===== src/rtl/inst_fetch.sv =====
// inst_fetch: instruction-fetch responder with a one-entry instruction buffer.
// Takes the current pc, returns the buffered word when it matches, and otherwise
// runs a req/ack read to a variable-latency instruction memory while holding stall.
// Optional feature macro: FETCH_TIMEOUT_EN (bounded wait for mem_ack, sticky bus_err).
//
// Ports:
//   clk        clock, all state updates on posedge
//   rst        asynchronous active-high reset
//   pc         current program counter
//   inst       buffered instruction word (valid when inst_valid)
//   inst_valid buffer holds the word for pc this cycle
//   stall      ~inst_valid, freezes PC/pipeline
//   misalign   pc[1:0] != 0 (status only)
//   bus_err    sticky fetch-timeout flag (tied 0 without FETCH_TIMEOUT_EN)
//   mem_req    read request, high only while waiting for mem_ack
//   mem_addr   registered word address of the request
//   mem_ack    memory completes the read this cycle
//   mem_rdata  read data, sampled when mem_ack
module inst_fetch #(
  parameter int unsigned TD      = 1,
  parameter int unsigned TIMEOUT = 16
) (
  input  logic        clk,
  input  logic        rst,
  input  logic [31:0] pc,
  output logic [31:0] inst,
  output logic        inst_valid,
  output logic        stall,
  output logic        misalign,
  output logic        bus_err,
  output logic        mem_req,
  output logic [29:0] mem_addr,
  input  logic        mem_ack,
  input  logic [31:0] mem_rdata
);

  localparam int unsigned AW = 30;
  localparam int unsigned DW = 32;

  // Elaboration-time parameter sanity; TD is a simulation-only delay with no
  // effect on the synthesized logic.
  if (TIMEOUT < 1 || TIMEOUT > 255 || TD > 255) begin : g_bad_param
    $error("inst_fetch: parameter out of range");
  end

  typedef enum logic {IDLE, REQ} state_t;

  state_t          state;
  state_t          state_nxt;
  logic            buf_valid;
  logic [AW-1:0]   buf_addr;
  logic [DW-1:0]   buf_data;
  logic [AW-1:0]   req_addr;
  logic            hit;
  logic            start_req;
  logic            fill_ack;

  // Combinational hit against the one-entry buffer
  assign hit        = buf_valid && (buf_addr == pc[31:2]);
  assign inst       = buf_data;
  assign inst_valid = hit;
  assign stall      = ~hit;
  assign misalign   = (pc[1:0] != 2'b00);
  assign mem_req    = (state == REQ);
  assign mem_addr   = req_addr;

`ifdef FETCH_TIMEOUT_EN
  logic [7:0] wait_cnt;
  logic       fill_to;
  logic       err_q;

  assign bus_err = err_q;
`else
  assign bus_err = 1'b0;
`endif

  // Next-state and transaction-control decode
  always_comb begin
    state_nxt = state;
    start_req = 1'b0;
    fill_ack  = 1'b0;
`ifdef FETCH_TIMEOUT_EN
    fill_to   = 1'b0;
`endif
    case (state)
      IDLE: begin
        if (!hit) begin
          state_nxt = REQ;
          start_req = 1'b1;
        end
      end
      REQ: begin
        // ack on the timeout edge still wins
        if (mem_ack) begin
          fill_ack  = 1'b1;
          state_nxt = IDLE;
        end
`ifdef FETCH_TIMEOUT_EN
        else if (wait_cnt == 8'(TIMEOUT - 1)) begin
          fill_to   = 1'b1;
          state_nxt = IDLE;
        end
`endif
      end
      default: state_nxt = IDLE;
    endcase
  end

  // State, buffer and request-address registers
  always_ff @(posedge clk or posedge rst) begin
    if (rst) begin
      state     <= IDLE;
      buf_valid <= 1'b0;
      buf_addr  <= '0;
      buf_data  <= '0;
      req_addr  <= '0;
    end else begin
      state <= state_nxt;
      if (start_req) begin
        req_addr <= pc[31:2];
      end
      if (fill_ack) begin
        buf_valid <= 1'b1;
        buf_addr  <= req_addr;
        buf_data  <= mem_rdata;
      end
`ifdef FETCH_TIMEOUT_EN
      else if (fill_to) begin
        // Timed-out fetch returns a NOP so the core can make progress
        buf_valid <= 1'b1;
        buf_addr  <= req_addr;
        buf_data  <= '0;
      end
`endif
    end
  end

`ifdef FETCH_TIMEOUT_EN
  // Wait counter and sticky error flag
  always_ff @(posedge clk or posedge rst) begin
    if (rst) begin
      wait_cnt <= '0;
      err_q    <= 1'b0;
    end else begin
      if (start_req) begin
        wait_cnt <= '0;
      end else if (state == REQ && !mem_ack) begin
        wait_cnt <= wait_cnt + 8'd1;
      end
      if (fill_to) begin
        err_q <= 1'b1;
      end
    end
  end
`endif

endmodule


===== config.mk =====
export PLATFORM = sky130hd
export DESIGN_NAME = inst_fetch
export DESIGN_NICKNAME = d
export VERILOG_FILES = /design/src/rtl/inst_fetch.sv
export SDC_FILE = /design/constraint.sdc
export NUM_CORES = 1
export LEC_CHECK = 0
export ABC_AREA = 1
export CAP_MARGIN = 15
export CORE_ASPECT_RATIO = 2
export CORE_MARGIN = 2
export CORE_UTILIZATION = 47
export DETAILED_ROUTE_END_ITERATION = 7
export HOLD_SLACK_MARGIN = 0.02
export MAX_ROUTING_LAYER = met4
export PLACE_DENSITY = 0.84
export SYNTH_ARGS = -nofsm -noshare
export SYNTH_HDL_FRONTEND = slang
export SYNTH_SLANG_ARGS = --single-unit

===== constraint.sdc =====
create_clock -name clk -period 3.52 [get_ports clk]
set_clock_uncertainty 0.2 [all_clocks]
set_input_delay 0.352 -clock clk [delete_from_list [all_inputs] [get_ports clk]]
set_output_delay 0.352 -clock clk [all_outputs]
set_load 0.01 [all_outputs]

==> results.txt, run 1 <==
The total power density per cell area came out at 887.0 mW/mm^2. In the post-synthesis netlist, the cell with the most instances is nand2_1. In the detailed route, the total length drawn on met2 is 6336 um. The final setup violation count is 0. The proportion of layout cells with a drive suffix above 1 came out at 0.09291. Of all nets on the critical path, the largest fanout is 3.

The final count of pins violating max slew was 0. The total of warnings raised by yosys is 0. The share of synthesized area occupied by flip-flops and latches is 0.5398. The number of levels the H-tree was split into is 3. The proportion of synthesized flip-flops having asynchronous set or reset is 1.000.

The number of input and output port buffers inserted is 132. The average cell area after synthesis came out at 8.664 sq um. The number of hold-repair buffers added at the cts stage is 0.

The top-area cell type share of the netlist area is 0.5398. The origin of the critical flop-to-flop path is buf_addr[12]$_DFFE_PP0P_. The analysis attributes to cell leakage a power of 3.010 nW.

The total clock sinks came out at 94. The die width is 72.09 um. During I/O placement, the number of pins put on the boundary was 134. The cell count along the critical path came out at 8. The diode insertion count for antenna repair is 0. Grouping stages by cell kind, the critical path spends the most delay in buffers and inverters.

The final worst setup slack came out at 813.9 ps. In this run the post-CTS setup repair buffer count came out at 0. In this run the cell area of the synthesized design comes to 0.004358 sq mm. The area added between synthesis and finish came out at 39.05%.

The die covers 0.01011 sq mm. Dividing the detail-routed via count by the number of cells gives 5.160. The worst-case headroom to the max-slew limit came out at 0.3473.

The clock root buffer master is clkbuf_16. For the final routed database, the setup TNS stands at 0 ps. The first global-routing pass estimated 19,220 um of wire.

Entering global routing, the biggest net connects 89 pins. The detail route stage leaves a number of antenna-violating nets equal to 0. In this run the worst hold path is classified as in -> async. The critical path is of the in -> out type. The worst setup path is captured at an output pin. The clock passes through at most 2 buffers.

For this design, the slowest cell found on the critical path is clkdlybuf4s50_1. Setup repair after global routing left no endpoint under its margin. The data arrival time at the worst-slack endpoint came out at 2150 ps.

In the global route stage, overall resource usage came out at 0.2535. The biggest cell delay along the critical path came out at 560 ps. The number of detailed-route iterations in the first pass came out at 4. The number of global-route vias before repair is 4,081.

The pre-CTS worst setup slack is 846.2 ps. After floorplanning, the core was sized to cover 0.009012 sq mm. The number of max-capacitance violations reported is 0. At the end of routability-driven placement, the weighted congestion stood at 0.9918. The total buffers and inverters traversed by the critical path is 4.

The wire-length estimate of the detail-placed layout is 8502 um. The later-pin clock latency in the skew report is 340 ps. The final cycle utilization of the critical path came out at 0.7688.

The worst register-to-register path has a depth of 8. The number of nets in the synthesized netlist came out at 570. The post-cts resize count came out at 0. The iteration-0 DRC count of the detailed router is 282. Measured along the y axis, the die boundary spans 140.2 um. The run finished with clean final reports. The routed via count came out at 3,803. The total count of hold-check failures in the final report is 0. For the pin with the worst max-slew slack, the measured transition is 979.0 ps. Traced cell by cell, the critical path runs through clkdlybuf4s50_1 -> inv_1 -> a21oi_1 -> nand4_1 -> nor2_1 -> nand4_1 -> inv_1 -> clkdlybuf4s50_1.

The final layout net count is 697. In the synthesized netlist the dominant register cell turns out to be dfrtp_1. The total congestion overflow came out at 0. The number of antenna violations at the first check in global routing came out at 0. Ranked by total cell area, the synthesized netlist is headed by dfrtp_1 54%, nand2_1 13%, mux2_2 9.6%, inv_1 5.8%, nand3_1 3.8%.

The detailed-route DRC error count is 0. Counting the buffers created by CTS gives 9. For this configuration, the core starts out at a cell density of 0.4835. The count of state elements after synthesis is 94.

TritonCTS built the clock tree. After detailed routing, the total wire length is 11,530 um. The sum of met3 wire segment lengths after detailed routing came out at 488 um. In the synthesized netlist, the cells that appear most often are 154 x nand2_1, 94 x dfrtp_1, 67 x inv_1.

The highest clock rate is 369.5 MHz. The clock-pin transition on the worst setup and hold timing paths came out at 60 ps. The average wire length per cell after detail routing is 15.64 um.

The post-synthesis cell count is 503. STA classifies the critical path startpoint as an input pin. The count of cell types in the netlist is 22.

The biggest area contributor in the post-synthesis netlist is dfrtp_1. The clock period minus final worst setup slack came out at 2706 ps. The met1 routed wirelength after detailed routing came out at 4118 um. Row generation in the floorplan step produced 49 rows. The number of synthesized flops with an enable pin came out at 0.

The slack of the worst reg-to-reg path is 1360 ps. In this run the critical register-to-register path is captured at mem_req$_DFF_PP0_. The worst voltage drop across the vdd grid came out at 0.5293 mV. Data on the critical path is required at its endpoint by 2970 ps.

After detailed routing, no signal wire sits above met4.
-- power breakdown --
group / switching (mW) / internal [mW] / total, mW
registers: 0.353 / 1.62 / 1.98
clock network: 0.406 / 0.621 / 1.03
logic: 1.16 / 1.21 / 2.37
-- metrics by stage --
stage / hold WS (ps) / area, sq um / power, mW / cells / util
after floorplan: 233.7 / 4358 / 3.212 / 503 / -
after global placement: 271.0 / 5744 / 4.266 / 721 / 0.6374
after detailed placement: 286.6 / 5744 / 4.371 / 721 / 0.6374
after CTS: 284.2 / 6060 / 5.416 / 737 / 0.6724
after global routing: 319.2 / 6060 / 5.736 / 737 / 0.6724
final: 263.8 / 6060 / 5.375 / 737 / 0.6724
-- sequential cells by signal, summed over array words and instances, names as in the netlist --
name / count
inst: 32
mem_req: 1
buf_addr: 30
mem_addr: 30
buf_valid: 1
-- cells by family (layout without fill, tap and decap cells) --
logic type | after synthesis | count (layout) | synth area share
compound gates | 34 | 34 | 0.04077
flops | 94 | 94 | 0.5398
buf+inv | 86 | 218 | 0.08211
mux | 37 | 37 | 0.09561
xor+xnor | 7 | 7 | 0.01407
other cells | 1 | 1 | 0.0008605
simple gates | 244 | 244 | 0.2268
-- cell type report --
type | count | area (sq um)
fillers | 707 | 2953
multi-input cells | 323 | 1655
well taps | 102 | 127.6
clock buffers | 10 | 229.0
inverters | 67 | 252.7
flip-flops and latches | 94 | 2352
repair buffers | 135 | 1356
clock inverters | 6 | 86.33
-- worst max path at each step --
stage,from,endpoint
after floorplan,rst,buf_addr[0]$_DFFE_PP0P_
after global placement,pc[16],inst_valid
after detailed placement,pc[16],inst_valid
after CTS,pc[16],inst_valid
after global routing,pc[2],inst_valid
final,pc[16],inst_valid
-- cell usage in the layout, fill, tap and decap left out --
cell / synthesis / layout
nand2_1: 154 / 153
clkdlybuf4s50_1: 0 / 132
dfrtp_1: 94 / 94
inv_1: 67 / 66
nor2_1: 44 / 44
mux2_2: 37 / 37
nand3_1: 33 / 33
a21oi_1: 27 / 27
clkbuf_16: 0 / 9
nand4_1: 8 / 8
xnor2_1: 7 / 7
o21ai_0: 3 / 3
o22ai_1: 3 / 3
clkinv_2: 0 / 3
or2_1: 2 / 2
bufinv_16: 0 / 2
buf_4: 1 / 2
nand2_4: 0 / 1
or2_2: 1 / 1
a22o_1: 1 / 1
nor3_1: 1 / 1
nand2_2: 1 / 1
conb_1: 1 / 1
clkbuf_1: 5 / 1
clkinvlp_4: 0 / 1
clkinv_4: 0 / 1
buf_12: 0 / 1
-- routing by layer --
metal,track usage,vias to the layer above
met5,-,-
met4,0.1440,0
met3,0.04029,43
met2,0.4273,136
met1,0.2758,1809
li1,-,1815
(Power assumes the default switching activity.)
==> run 2, diff against run 1 <==
- clock period: 3.52 -> 2.8 ns (I/O delays scaled with it)
==> results.txt, run 2 (synthesis gave the netlist of run 1 again) <==
The critical path class is in -> out. After detailed routing, the average wire length per cell comes to 16.29 um. The final count of pins violating max slew is 0. The total power density per cell area is 1107 mW/mm^2. The biggest cell delay along the critical path is 520 ps. At the worst endpoint, the arrival time is 2190 ps.

After clock tree synthesis, the clock-pin slew on the worst setup and hold paths is 60 ps. The number of core rows came out at 49. The number of setup buffers added after CTS came out at 0. The total count of hold-check failures in the final report came out at 0.

Counting both buffers and inverters, the worst setup path holds a total of 4. The overall global routing resource usage is 0.2612. The standby leakage power is 3.054 nW. In this run the deepest clock path goes through 2 buffers. The congestion estimate from routability-driven global placement came to 0.9656. The die is 72.09 um wide. The number of buffers added by the clock tree synthesis step came out at 9.

STA classifies the critical path endpoint as an output pin. The number of detailed-route iterations in the first pass is 4. The number of levels the H-tree was split into is 3. The worst voltage drop across the vdd grid is 0.9180 mV. Wires add up to 12,160 um. In the post-route analysis, the smallest setup slack over all paths is 131.7 ps. The clock period minus final worst setup slack is 2668 ps. Summing over every cut layer, the via total after detailed routing is 3,860.

Input and output buffers added on the ports amount to 132. Setup violations remaining at the end of the flow were counted as 0. In the routed layout, each cell is associated on average with a via count of 5.174. The clock root buffer master is clkbuf_16.

The number of global-route vias before repair came out at 4,175. The area added between synthesis and finish came out at 40.77%. The number of flip-flops under the largest register name came out at 32. The final antenna-violating net count came out at 0.

The worst hold slack after final layout is 138.3 ps. On the critical path, the stage with the largest delay is an instance of clkdlybuf4s50_1. The later pin in the worst-skew pair is clocked with a latency of 340 ps.

The worst min-delay path class is in -> async. The flow ran to the end, and the final reports show no timing, DRC or antenna violations. The first-pass GRT wire length is 19,780 um. The number of hold-repair buffers added at the cts stage came out at 0. Setup total negative slack on the finished layout was measured at 0 ps. The placeable core region came out at 0.009012 sq mm. Global routing finished with a remaining overflow of 0. The pre-CTS worst setup slack is 151.9 ps. Setup repair after global routing left no endpoint under its margin. The layout filler cell count is 710. The number of antenna violations at the first check in global routing is 0. The final layout net count is 707. STA classifies the critical path startpoint as an input pin.

The library cell used most frequently in the layout, excluding fill and tap cells, is nand2_1. The total clock sinks is 94. The required time at the endpoint of the critical path is 2320 ps. The final cycle utilization of the critical path is 0.9530. The vertical die dimension came out at 140.2 um. Leaving out fill and tap cells, the most frequent cells in the layout are 153 x nand2_1, 132 x clkdlybuf4s50_1, 94 x dfrtp_1.

The overall die area came out at 0.01011 sq mm. The half-perimeter wire length after detailed placement is 9376 um. The diode insertion count for antenna repair is 0. The number of max-capacitance violations reported is 0. The initial core utilization is 0.4835. Gates resized during post-CTS repair numbered 0. TritonCTS built the clock tree. The top fanout value on the critical path came out at 2. For this design the top-level I/O count stands at 134.

Among cell families on the critical path, the largest total delay comes from buffers and inverters. Measured against its own limit, the worst slew margin works out to 0.6326. Of the cells placed in the final design, the portion with a size suffix greater than 1 is 0.1056. For this run, design rule violations remaining after detail routing come to 0. The highest clock rate is 374.8 MHz. After the first detailed-routing iteration, the DRC count stood at 233. Entering global routing, the biggest net connects 35 pins. Walking the worst path, the cells encountered are clkdlybuf4s50_1 -> inv_1 -> a21oi_1 -> nand4_1 -> nor2_1 -> nand4_1 -> inv_1 -> clkdlybuf4s50_1. For this run, the share of the core covered by cells in the final layout is 0.6807. The slew at the pin closest to its max-slew limit came out at 550.0 ps.
-- run 2: cell types whose count changed in the layout (fill, tap and decap cells not counted) --
| cell | previous run | this run |
|---|---|---|
| buf_4 | 2 | 11 |
| buf_12 | 1 | 2 |
| clkbuf_8 | 0 | 2 |
| bufinv_16 | 2 | 1 |
| clkinv_2 | 3 | 1 |
-- run 2: metrics by stage --
step | area [sq um] | power [mW] | instances
final | 6135 | 6.791 | 746
after CTS | 6135 | 6.826 | 746
after floorplan | 4362 | 4.038 | 503
after detailed placement | 5834 | 5.565 | 731
after global placement | 5834 | 5.427 | 731
after global routing | 6135 | 7.230 | 746
-- run 2: final timing paths --
check | from | endpoint | slack [ps] | cells after the start
min | rst | buf_addr[12]$_DFFE_PP0P_ | 140 | 2
max | pc[16] | inst_valid | 130 | 8
max in group asynchronous | rst | mem_addr[18]$_DFFE_PP0P_ | 1510 | 3
max reg2reg | buf_addr[12]$_DFFE_PP0P_ | mem_addr[12]$_DFFE_PP0P_ | 750 | 10
min reg2reg | mem_addr[21]$_DFFE_PP0P_ | mem_addr[21]$_DFFE_PP0P_ | 290 | 2
min in group clk | mem_addr[21]$_DFFE_PP0P_ | mem_addr[21]$_DFFE_PP0P_ | 290 | 2
-- run 2: final cells by class --
class	count	area, sq um	area share
Clock inverter	3	43.79	0.007138
Timing Repair Buffer	145	1444	0.2354
Sequential cell	94	2352	0.3834
Multi-Input combinational cell	323	1655	0.2698
Tap cell	102	127.6	0.02080
Inverter	67	255.2	0.04161
Clock buffer	12	256.5	0.04181
-- run 2: worst register-to-register path, delay by kind of cell (launching register included) --
kind	cells	cell delay, ps
buffers and inverters	1	260
AND/OR/NAND/NOR	8	830
flip-flops	1	390
XOR/XNOR	1	310
-- run 2: per-layer routing --
layer / vias to the layer above / routed length [um] / track usage
li1: 1834 / - / -
met1: 1855 / 4137 / 0.2645
met2: 136 / 7007 / 0.4626
met3: 35 / 487 / 0.03957
met4: 0 / 522 / 0.1460
met5: - / 0 / -
-- run 2: power breakdown --
group / internal (mW) / switching [mW] / total [mW]
Clock: 0.737 / 0.511 / 1.25
Combinational: 1.57 / 1.49 / 3.07
Sequential: 2.04 / 0.438 / 2.48
==> run 3, diff against run 2 <==
- CORE_UTILIZATION: 47 -> 48
- CTS_BUF_LIST: default -> sky130_fd_sc_hd__clkbuf_4 sky130_fd_sc_hd__clkbuf_8
- CTS_CLUSTER_SIZE: default -> 24
- PLACE_DENSITY: 0.84 -> 0.86
- SKIP_CTS_REPAIR_TIMING: default -> 1
==> results.txt, run 3 (synthesis gave the netlist of run 1 again) <==
The worst voltage drop across the vdd grid is 0.6487 mV. The number of flip-flops under the largest register name came out at 32. The overall global routing resource usage came out at 0.2482. The internal power consumption came out at 4.145 mW.

The number of placed I/O pins came out at 134. The largest buffer count on any clock path is 2. The number of antenna violations at the first check in global routing came out at 0.

The tightest min-delay check is of the in -> async type. Compared with the post-synthesis result, the final layout area differs by 38.10%. The final cycle utilization of the critical path is 0.9208. In the final layout, the share of cells above drive strength 1 is 0.1002. The post-detailed-placement cell area is 0.005797 sq mm. The first routing iteration left 307 violations. The last weighted congestion value of the routability-driven placer came out at 0.9707. The cell total after placement came out at 726.

The cell that appears most often on the critical path is nand4_1. The number of detailed-route iterations in the first pass came out at 4. The worst setup path is captured at an output pin.

Max-cap violations in this run came to 0. The final count of pins violating max slew is 0. Prior to clock tree synthesis, the placed netlist has a worst setup slack of 245.4 ps. The total count of hold-check failures in the final report was 0. The routed wire length came out at 11,440 um. The clock-pin transition on the worst setup and hold timing paths is 90 ps. In this run the clock root is driven by a clkbuf_8. The detailed-route DRC error count came out at 0. The later-pin clock latency in the skew report is 370 ps. The diode insertion count for antenna repair came out at 0. The maximum number of pins on one net before global-route repair is 95. STA classifies the critical path startpoint as a flip-flop.

Summed over all cells, the static leakage comes to 2.996 nW. The library cell used most frequently in the layout, excluding fill and tap cells, is nand2_1. Timing would allow up to 387.9 MHz. The final core area utilization is 0.6770. The post-route cell area is 0.006018 sq mm.

The run finished with clean final reports. The half-perimeter wire length after detailed placement is 8492 um. The total power density per cell area came out at 1082 mW/mm^2.

Of the total power, registers draw 0.382. The overall die area is 0.009903 sq mm. The number of global-route vias before repair is 3,976.

The average wire length per cell after detail routing is 15.44 um. The largest single stage delay on the critical path is 520 ps. Headroom to the max-slew limit came out at 0.4843.

The routed layout has 3,749 vias. The number of levels the H-tree was split into came out at 3. The required time at the endpoint of the critical path is 2320 ps. The first global-routing pass estimated 18,690 um of wire. The slew at the pin closest to its max-slew limit came out at 773.6 ps.

The count of non-filler cells in the finished layout came out at 741. The die width is 71.38 um. The total congestion overflow is 0. The worst setup path is of the reg -> out kind. The number of core rows is 49. The total negative setup slack is 0 ps.

The top fanout value on the critical path came out at 2. TritonCTS built the clock tree. The largest individual stage delay along the critical path comes from the cell clkdlybuf4s50_1.

The final total power is 6.509 mW. The net switching power came out at 2.364 mW. Together, buffers and inverters on the worst path number 2. The final setup violation count is 0. The per-cell via count in the routed design is 5.059. The signal on the critical path passes through xnor2_1 -> nand4_1 -> nor2_1 -> nand4_1 -> inv_1 -> clkdlybuf4s50_1. The core region is 0.008890 sq mm.

The final worst setup slack is 221.8 ps. The proportion of power drawn by combinational gates is 0.464. The vertical die dimension came out at 138.8 um. The number of input and output port buffers inserted came out at 132. The final antenna-violating net count came out at 0. Setup repair after global routing left no endpoint under its margin.

The family with the most delay on the worst path is buffers and inverters. Of the total power, the clock network draws 0.154. TritonCTS created 9 clock buffers. Data on the critical path arrives at its endpoint at 2100 ps. On the final layout, the worst hold slack is 188.2 ps. The total clock sinks came out at 94. The final layout contains 702 nets. The switching fraction of total power came out at 0.3632.

The initial core utilization came out at 0.4902. Leaving out fill and tap cells, the most frequent cells in the layout are 153 x nand2_1, 132 x clkdlybuf4s50_1, 94 x dfrtp_1. The clock period minus final worst setup slack came out at 2578 ps.
run 3: changes by cell type in the layout (fill, tap and decap cells not counted), moves of 2 or more:
cell,delta
clkbuf_8,+8
clkbuf_16,-9
buf_4,-5
clkbuf_4,+2
run 3: metal layers:
layer | GRT usage | wire length (um) | vias up
met5 | - | 0 | -
met4 | 0.1202 | 442 | 0
met3 | 0.04142 | 460 | 30
met2 | 0.4391 | 6434 | 123
met1 | 0.2586 | 4107 | 1774
li1 | - | - | 1822
run 3: cell type report:
type                            instances  area [sq um]
Tap cell                              102         127.6
Sequential cell                        94          2352
Timing Repair Buffer                  140          1406
Inverter                               67         255.2
Clock inverter                          3         68.82
Fill cell                             707          2872
Clock buffer                           12         152.6
Multi-Input combinational cell        323          1655
run 3: final timing paths:
kind,from,to,slack [ps],cells past startpoint
setup / recovery,buf_addr[18]$_DFFE_PP0P_,inst_valid,220,6
hold / removal,rst,buf_addr[15]$_DFFE_PP0P_,190,3
setup reg to reg,buf_addr[18]$_DFFE_PP0P_,mem_addr[11]$_DFFE_PP0P_,690,10
hold reg to reg,inst[25]$_DFFE_PP0P_,inst[25]$_DFFE_PP0P_,310,1
max in group asynchronous,rst,buf_addr[1]$_DFFE_PP0P_,1820,3
min in group clk,inst[25]$_DFFE_PP0P_,inst[25]$_DFFE_PP0P_,310,1
run 3: tightest hold or removal path, cell delays in order:
cell,delay (ps)
clkdlybuf4s50_1,440
clkinvlp_4,100
buf_12,390
run 3: power by group through the flow:
| stage | sequential (mW) | combinational (mW) | clock [mW] |
|---|---|---|---|
| 2_1_floorplan | 2.63 | 1.40 | 0 |
| 4_1_cts | 2.49 | 3.04 | 1.02 |
| 3_3_place_gp | 2.45 | 2.95 | 0 |
| 5_1_grt | 2.57 | 3.29 | 1.07 |
| 3_5_place_dp | 2.51 | 3.03 | 0 |
| 6_report | 2.49 | 3.02 | 1.00 |
